===== src/rtl/state_history_logger.sv =====
// Circular log of previous states, with registered readback and sticky overflow.
// Define STATE_LOG_DWELL_EN to record how long each state was held.
module state_history_logger #(
   parameter int WIDTH    = 8,
   parameter int DEPTH    = 8,
   parameter int TS_WIDTH = 16
) (
   input  logic                       iClk,
   input  logic                       iRst_n,
   input  logic                       iClear,
   input  logic [WIDTH-1:0]           iDbgSt,
   input  logic                       iFreeze,
   input  logic [$clog2(DEPTH)-1:0]   iRdIdx,
   output logic [WIDTH-1:0]           oCurrentState,
   output logic [WIDTH-1:0]           oRdState,
   output logic [TS_WIDTH-1:0]        oRdDwell,
   output logic [$clog2(DEPTH):0]     oCount,
   output logic                       oOverflow,
   output logic                       oChange
);
   localparam int IW = $clog2(DEPTH);
   localparam logic [IW:0] FULL = (IW+1)'(DEPTH);

   logic                        clr, xfer, rd_hit;
   logic [IW-1:0]               rd_ptr;
   logic [WIDTH-1:0]            cur_q, cur_d;
   logic [DEPTH-1:0][WIDTH-1:0] hist_q;
   logic [IW-1:0]               wr_ptr_q, wr_ptr_d;
   logic [IW:0]                 cnt_q, cnt_d;
   logic                        ovf_q, ovf_d;
   logic                        chg_q, chg_d;
   logic [WIDTH-1:0]            rd_state_q;

   assign clr    = !iRst_n || iClear;
   assign xfer   = !iFreeze && (iDbgSt != cur_q);
   // Index 0 is the entry written most recently.
   assign rd_ptr = wr_ptr_q - IW'(1) - iRdIdx;
   assign rd_hit = {1'b0, iRdIdx} < cnt_q;

   always_comb begin
      cur_d    = cur_q;
      wr_ptr_d = wr_ptr_q;
      cnt_d    = cnt_q;
      ovf_d    = ovf_q;
      chg_d    = 1'b0;
      if (clr) begin
         cur_d    = iDbgSt;
         wr_ptr_d = '0;
         cnt_d    = '0;
         ovf_d    = 1'b0;
      end else if (xfer) begin
         cur_d    = iDbgSt;
         wr_ptr_d = wr_ptr_q + IW'(1);
         chg_d    = 1'b1;
         if (cnt_q == FULL) ovf_d = 1'b1;
         else               cnt_d = cnt_q + (IW+1)'(1);
      end
   end

   always_ff @(posedge iClk) begin
      cur_q    <= cur_d;
      wr_ptr_q <= wr_ptr_d;
      cnt_q    <= cnt_d;
      ovf_q    <= ovf_d;
      chg_q    <= chg_d;
      if (clr) begin
         hist_q     <= '0;
         rd_state_q <= '0;
      end else begin
         if (xfer) hist_q[wr_ptr_q] <= cur_q;
         rd_state_q <= rd_hit ? hist_q[rd_ptr] : '0;
      end
   end

`ifdef STATE_LOG_DWELL_EN
   logic [TS_WIDTH-1:0]            dwell_q, dwell_d;
   logic [DEPTH-1:0][TS_WIDTH-1:0] hdwell_q;
   logic [TS_WIDTH-1:0]            rd_dwell_q;

   always_comb begin
      dwell_d = dwell_q;
      if (clr || xfer)                    dwell_d = '0;
      else if (!iFreeze && dwell_q != '1) dwell_d = dwell_q + TS_WIDTH'(1);
   end

   always_ff @(posedge iClk) begin
      dwell_q <= dwell_d;
      if (clr) begin
         hdwell_q   <= '0;
         rd_dwell_q <= '0;
      end else begin
         if (xfer) hdwell_q[wr_ptr_q] <= dwell_q;
         rd_dwell_q <= rd_hit ? hdwell_q[rd_ptr] : '0;
      end
   end

   assign oRdDwell = rd_dwell_q;
`else
   assign oRdDwell = '0;
`endif

   assign oCurrentState = cur_q;
   assign oRdState      = rd_state_q;
   assign oCount        = cnt_q;
   assign oOverflow     = ovf_q;
   assign oChange       = chg_q;
endmodule

===== config.mk =====
export PLATFORM = sky130hd
export DESIGN_NAME = state_history_logger
export DESIGN_NICKNAME = d
export VERILOG_FILES = /design/src/rtl/state_history_logger.sv
export SDC_FILE = /design/constraint.sdc
export NUM_CORES = 1
export LEC_CHECK = 0
export ABC_AREA = 1
export ABC_CLOCK_PERIOD_IN_PS = 4550
export CAP_MARGIN = 0
export CORE_ASPECT_RATIO = 0.7
export CORE_MARGIN = 2
export CORE_UTILIZATION = 41
export CTS_CLUSTER_DIAMETER = 40
export CTS_CLUSTER_SIZE = 20
export DETAILED_ROUTE_END_ITERATION = 12
export GPL_TIMING_DRIVEN = 1
export PLACE_DENSITY = 0.7
export SKIP_LAST_GASP = 1
export SYNTH_ARGS = -nofsm -noshare
export SYNTH_HDL_FRONTEND = slang
export SYNTH_SLANG_ARGS = --single-unit

===== constraint.sdc =====
create_clock -name iClk -period 4.55 [get_ports iClk]
set_clock_uncertainty 0.1 [all_clocks]
set_input_delay 0.6825 -clock iClk [delete_from_list [all_inputs] [get_ports iClk]]
set_output_delay 0.6825 -clock iClk [all_outputs]
set_load 0.05 [all_outputs]

==> results.py, run 1 <==
metrics = {
    "status": {
        "outcome": "completed",
    },
    "clock_tree": {
        "htree_levels": 3,
        "cts_tree": "built",
        "cts_root_buffer": "clkbuf_16",
        "clkTransAtPathRegs_ps": 60,
        "clk_latency_ps": 340,
        "cts_hold_buf": 0,
        "cts_resized": 0,
        "cts.sink_count": 89,
        "cts_setup_buffers": 0,
        "numCtsBuffers": 9,
        "cts_max_path_buffers": 2,
    },
    "detailed_routing": {
        "avgViaCountPerCell": 4.80,
        "drtIter0Drc": 493,
        "num_vias": 4460,
        "drt-pass1-iter-count": 5,
        "drc": 0,
        "wl_um": 12600,
        "ant_nets": 0,
        "wl_per_cell_um": 13.5,
    },
    "sta": {
        "period_needed_ps": 2960,
        "hold_slack_ps": 371,
        "max_freq_mhz": 338,
        "setup_ws_ps": 1590,
        "finalCritPeriodShare": 0.650,
        "rsz0062_at_grt": "no",
        "relSlewSlack": 0.453,
        "slew_viol_final": 0,
        "tightestPinTransition_ps": 817,
        "tns_ps": 0,
        "finalSetupViolCount": 0,
        "hold_viol_final": 0,
    },
    "pwr": {
        "ir_drop_mv": 0.185,
        "comb_power_share": 0.150,
        "intPower_w": 0.00130,
        "clkPwrFrac": 0.403,
        "netSwitchingFraction": 0.284,
        "leakage_nw": 2.43,
        "seqPwrFrac": 0.447,
        "power_switching_w": 0.000516,
        "powerDensity_nw_per_um2": 324,
    },
    "die": {
        "start_util": 0.422,
        "ioPinCount": 53,
        "die_h_um": 96.0,
        "die_w_um": 135,
        "dieArea_um2": 13000,
        "rows": 33,
        "coreArea_um2": 11700,
    },
    "worst_setup_path": {
        "crit_start": "iRdIdx[0]",
        "start_kind": "input pin",
        "worstPathCellList": "clkdlybuf4s50_1, inv_1, ha_1, fa_1, buf_4, inv_1, a21oi_1, o21ai_0, nand2_1, nand2_1, a21oi_1",
        "crit_path_max_incr_delay_ps": 490,
        "path_max_fanout": 17,
        "end_kind": "flop",
        "worst_ep_required_time_ps": 4710,
        "crit_arrival_ps": 3120,
        "r2r-start": "wr_ptr_q[0]$_SDFFE_PP0P_",
        "slowest_stage": "clkdlybuf4s50_1",
        "crit_type": "input pin to flop",
    },
    "logic_synthesis": {
        "synthDistinctLibCells": 27,
        "avgSynthCellArea_um2": 6.60,
        "synth_area_um2": 4950,
        "synth_cells": 750,
        "synth_top_area_frac": 0.327,
        "netlist_top_cells_area": "dfxtp_1 (33%), nand2_1 (14%), inv_1 (12%), nand4_1 (8.6%), nor2_1 (5.4%)",
        "synth_seq_area_share": 0.376,
        "synth-seq-cells": 89,
        "yosysTopAreaCell": "dfxtp_1",
        "yosys_warnings": 0,
    },
    "hold_path": {
        "hp-class": "flop to flop",
        "hold_start": "oOverflow$_SDFFE_PP0P_",
    },
    "layout": {
        "utilization": 0.479,
        "seqCellArea_um2": 1860,
        "final_common_cell": "nand2_1",
        "multi_input_area_um2": 2230,
        "nNetsFinal": 790,
        "diodes": 0,
        "n_fill_cell": 1211,
        "layout_common_cells": "nand2_1 (189), inv_1 (153), dfxtp_1 (81), nor2_1 (70), nand4_1 (68)",
        "drive_gt1_frac": 0.0582,
        "syn2layout_area_growth_pct": 13.3,
    },
    "grt": {
        "grt_pass1_vias": 4006,
        "grt_max_degree": 62,
        "grt_pass1_wl_um": 20600,
        "globalRouteTotalUtil": 0.206,
        "overflow": 0,
        "antenna_found_initial": 0,
    },
    "flow_run": {
        "max_cap_violations": 0,
    },
    "placement": {
        "io_buffer_count": 36,
        "pre_cts_ws_ps": 1290,
        "globalplace.congestion": 0.820,
        "dp_hpwl_um": 8240,
    },
}
[registers in the layout (all words and copies together) (netlist names)]
| name | flops |
|---|---|
| hist_q | 64 |
| oChange | 1 |
| oCount | 4 |
| oCurrentState | 8 |
| oOverflow | 1 |
| oRdState | 8 |
| wr_ptr_q | 3 |
[through the flow]
stage               total power, W  cells  area [µm²]
CTS                        0.00183    930        5610
finish                     0.00182    930        5610
global route               0.00189    930        5610
detailed placement         0.00110    914        5320
floorplan                  0.00103    765        5010
global placement           0.00109    914        5320
[power groups by stage]
| stage | clock network, W | registers, W | logic, W |
|---|---|---|---|
| final | 0.000733 | 0.000814 | 0.000273 |
| after global routing | 0.000775 | 0.000815 | 0.000299 |
| after CTS | 0.000743 | 0.000814 | 0.000268 |
| after detailed placement | 0 | 0.000831 | 0.000267 |
| after global placement | 0 | 0.000831 | 0.000264 |
| after floorplan | 0 | 0.000854 | 0.000179 |
[final cells by class]
cell class,instances,area share
clock buffers,11,0.0415
well taps,157,0.0350
repair buffers,44,0.0771
multi-input cells,463,0.397
flip-flops and latches,89,0.332
inverters,161,0.108
clock inverters,5,0.0100
[metal layers]
metal,up-vias,GRT usage,share of wire
met5,-,0,0
li1,2323,-,-
met1,1968,0.290,0.49
met2,157,0.319,0.42
met4,0,0.0573,0.011
met3,12,0.0479,0.073
[kinds of logic (layout without fill, tap and decap cells)]
logic type                 Yosys count  in the layout  share of synthesized area
adders and majority gates            7              7                     0.0192
and+or+nand+nor                    353            353                      0.322
DFF                                 89             89                      0.376
xor gates and xnor gates             8              8                     0.0157
buffers and inverters              213            221                      0.187
other                                1             16                   0.000757
AOI/OAI and AO/OA                   79             79                     0.0798
[path summary, 6_finish.rpt]
path	to	slack, ps	depth (start not counted)
setup reg to reg	oRdState[3]$_SDFF_PP0_	1850	9
hold reg to reg	oOverflow$_SDFFE_PP0P_	370	2
hold / removal	oOverflow$_SDFFE_PP0P_	370	2
setup / recovery	oRdState[3]$_SDFF_PP0_	1590	11
[worst max-delay path, delay by kind of cell]
family | cells | cell delay (ps)
and+or+nand+nor | 2 | 170
adders and majority gates | 2 | 700
buffers and inverters | 4 | 1070
AOI/OAI and AO/OA | 3 | 490
[cell usage after synthesis (all sizes together)]
cell type  number
fa              1
nand3          15
nor2           71
nand4          68
xnor2           7
o21ai          37
buf            37
a21oi          42
clkbuf         15
nand2         190
inv           160
conb            1
clkinv          1
xor2            1
nor3            9
dfxtp          81
edfxtp          8
ha              6
(Power assumes the default switching activity.)
==> run 2: changes to the inputs <==
Settings changed: ABC_CLOCK_PERIOD_IN_PS 4550 to 2900.
Clock period 4.55 ns to 2.9 ns, I/O delays scaled along.
==> results.py, run 2 (synthesized netlist as in run 1, its figures left out) <==
metrics = {
    "worst_setup_path": {
        "r2r_cells": 7,
        "crit_arrival_ps": 2530,
        "regToRegEndpoint": "oRdState[4]$_SDFF_PP0_",
        "crit_type": "input pin to flop",
        "crit_path_max_incr_delay_ps": 530,
        "reg2reg_slack_ps": 750,
        "worstPathCellList": "clkdlybuf4s50_1, inv_1, ha_1, fa_1, inv_1, a21oi_1, o21ai_0, nand2_1, nand2_1, a21oi_1",
        "slowest_stage": "fa_1",
        "r2r-start": "wr_ptr_q[1]$_SDFFE_PP0P_",
        "worst_ep_required_time_ps": 3080,
        "path_max_fanout": 16,
        "end_kind": "flop",
        "crit_start": "iRdIdx[0]",
        "start_kind": "input pin",
    },
    "clock_tree": {
        "cts_tree": "built",
        "cts_setup_buffers": 0,
        "clk_latency_ps": 350,
        "cts_max_path_buffers": 2,
        "clkTransAtPathRegs_ps": 70,
        "cts_root_buffer": "clkbuf_16",
        "cts.sink_count": 89,
        "numCtsBuffers": 9,
        "cts_resized": 0,
        "cts_hold_buf": 0,
        "htree_levels": 3,
    },
    "die": {
        "dieArea_um2": 13000,
        "coreArea_um2": 11700,
        "start_util": 0.422,
        "die_h_um": 96.0,
        "die_w_um": 135,
        "rows": 33,
        "ioPinCount": 53,
    },
    "pwr": {
        "seqPwrFrac": 0.460,
        "leakage_nw": 2.47,
        "intPower_w": 0.00196,
        "clkPwrFrac": 0.384,
        "netSwitchingFraction": 0.293,
        "p_total_w": 0.00277,
        "ir_drop_mv": 0.322,
        "comb_power_share": 0.156,
        "power_switching_w": 0.000812,
        "powerDensity_nw_per_um2": 490,
    },
    "sta": {
        "tns_ps": 0,
        "finalSetupViolCount": 0,
        "period_needed_ps": 2350,
        "max_freq_mhz": 425,
        "rsz0062_at_grt": "no",
        "setup_ws_ps": 546,
        "hold_viol_final": 0,
        "tightestPinTransition_ps": 744,
        "relSlewSlack": 0.501,
        "finalCritPeriodShare": 0.812,
        "slew_viol_final": 0,
    },
    "detailed_routing": {
        "wl_um": 12400,
        "avgViaCountPerCell": 4.76,
        "drc": 0,
        "drt-pass1-iter-count": 5,
        "wl_per_cell_um": 13.2,
        "drtIter0Drc": 308,
        "ant_nets": 0,
        "num_vias": 4458,
    },
    "hold_path": {
        "hold_start": "oOverflow$_SDFFE_PP0P_",
        "hp-class": "flop to flop",
        "whs_endpoint": "oOverflow$_SDFFE_PP0P_",
        "hold_depth": 2,
    },
    "placement": {
        "dp.cells": 921,
        "globalplace.congestion": 0.848,
        "dp_hpwl_um": 8300,
        "pre_cts_ws_ps": 219,
        "io_buffer_count": 36,
    },
    "layout": {
        "layout_common_cells": "nand2_1 (189), inv_1 (153), dfxtp_1 (81), nor2_1 (70), nand4_1 (68)",
        "instances_no_fill": 937,
        "diodes": 0,
        "largest_reg_flops": 64,
        "nNetsFinal": 797,
        "regMostFlops": "hist_q",
        "final_common_cell": "nand2_1",
        "syn2layout_area_growth_pct": 14.1,
        "drive_gt1_frac": 0.0667,
    },
    "grt": {
        "grt_pass1_vias": 3933,
        "overflow": 0,
        "grt_pass1_wl_um": 20400,
        "globalRouteTotalUtil": 0.206,
        "antenna_found_initial": 0,
        "grt_max_degree": 74,
    },
    "flow_run": {
        "max_cap_violations": 0,
    },
    "status": {
        "outcome": "completed",
    },
}
-- run 2: cell count changes in the layout (fill, tap and decap cells not counted), sizes merged --
cell / change
clkbuf: -2
bufinv: -1
buf: +7
clkinv: +5
clkinvlp: -2
-- run 2: worst max path at each step --
| stage | end | slack [ps] | cells past startpoint |
|---|---|---|---|
| after global routing | oRdState[1]$_SDFF_PP0_ | 320 | 10 |
| after CTS | oRdState[2]$_SDFF_PP0_ | 560 | 10 |
| after floorplan | oRdState[5]$_SDFF_PP0_ | 730 | 11 |
| after global placement | oRdState[4]$_SDFF_PP0_ | 220 | 10 |
| final | oRdState[4]$_SDFF_PP0_ | 550 | 10 |
| after detailed placement | oRdState[4]$_SDFF_PP0_ | 220 | 10 |
-- run 2: power by group through the flow --
stage	Combinational, W	Clock (W)	Sequential [W]
final	0.000432	0.00106	0.00128
after global routing	0.000478	0.00114	0.00128
after CTS	0.000427	0.00108	0.00128
after detailed placement	0.000425	0	0.00130
after global placement	0.000423	0	0.00130
after floorplan	0.000280	0	0.00134
-- run 2: metrics by stage --
step | instance area, µm² | util | hold WS (ps)
after floorplan | 5010 | - | 383
after global placement | 5390 | 0.460 | 363
after detailed placement | 5390 | 0.460 | 361
after CTS | 5650 | 0.482 | 396
after global routing | 5650 | 0.482 | 434
final | 5650 | 0.482 | 403
-- run 2: critical path, delay by kind of cell --
| kind | cells | cell delay [ps] |
|---|---|---|
| buf+inv | 3 | 800 |
| fa+ha+maj | 2 | 730 |
| compound gates | 3 | 440 |
| simple gates | 2 | 130 |
-- run 2: cell type report --
| cell class | instances | area [µm²] |
|---|---|---|
| well taps | 157 | 196 |
| fillers | 1229 | 6070 |
| multi-input cells | 463 | 2230 |
| repair buffers | 51 | 498 |
| clock buffers | 9 | 225 |
| clock inverters | 7 | 37.5 |
| inverters | 161 | 604 |
| flip-flops and latches | 89 | 1860 |
-- run 2: routing by layer --
layer	GRT usage	wire, µm
met1	0.300	6250
met2	0.305	5120
met3	0.0437	873
met5	0	0
met4	0.0582	114
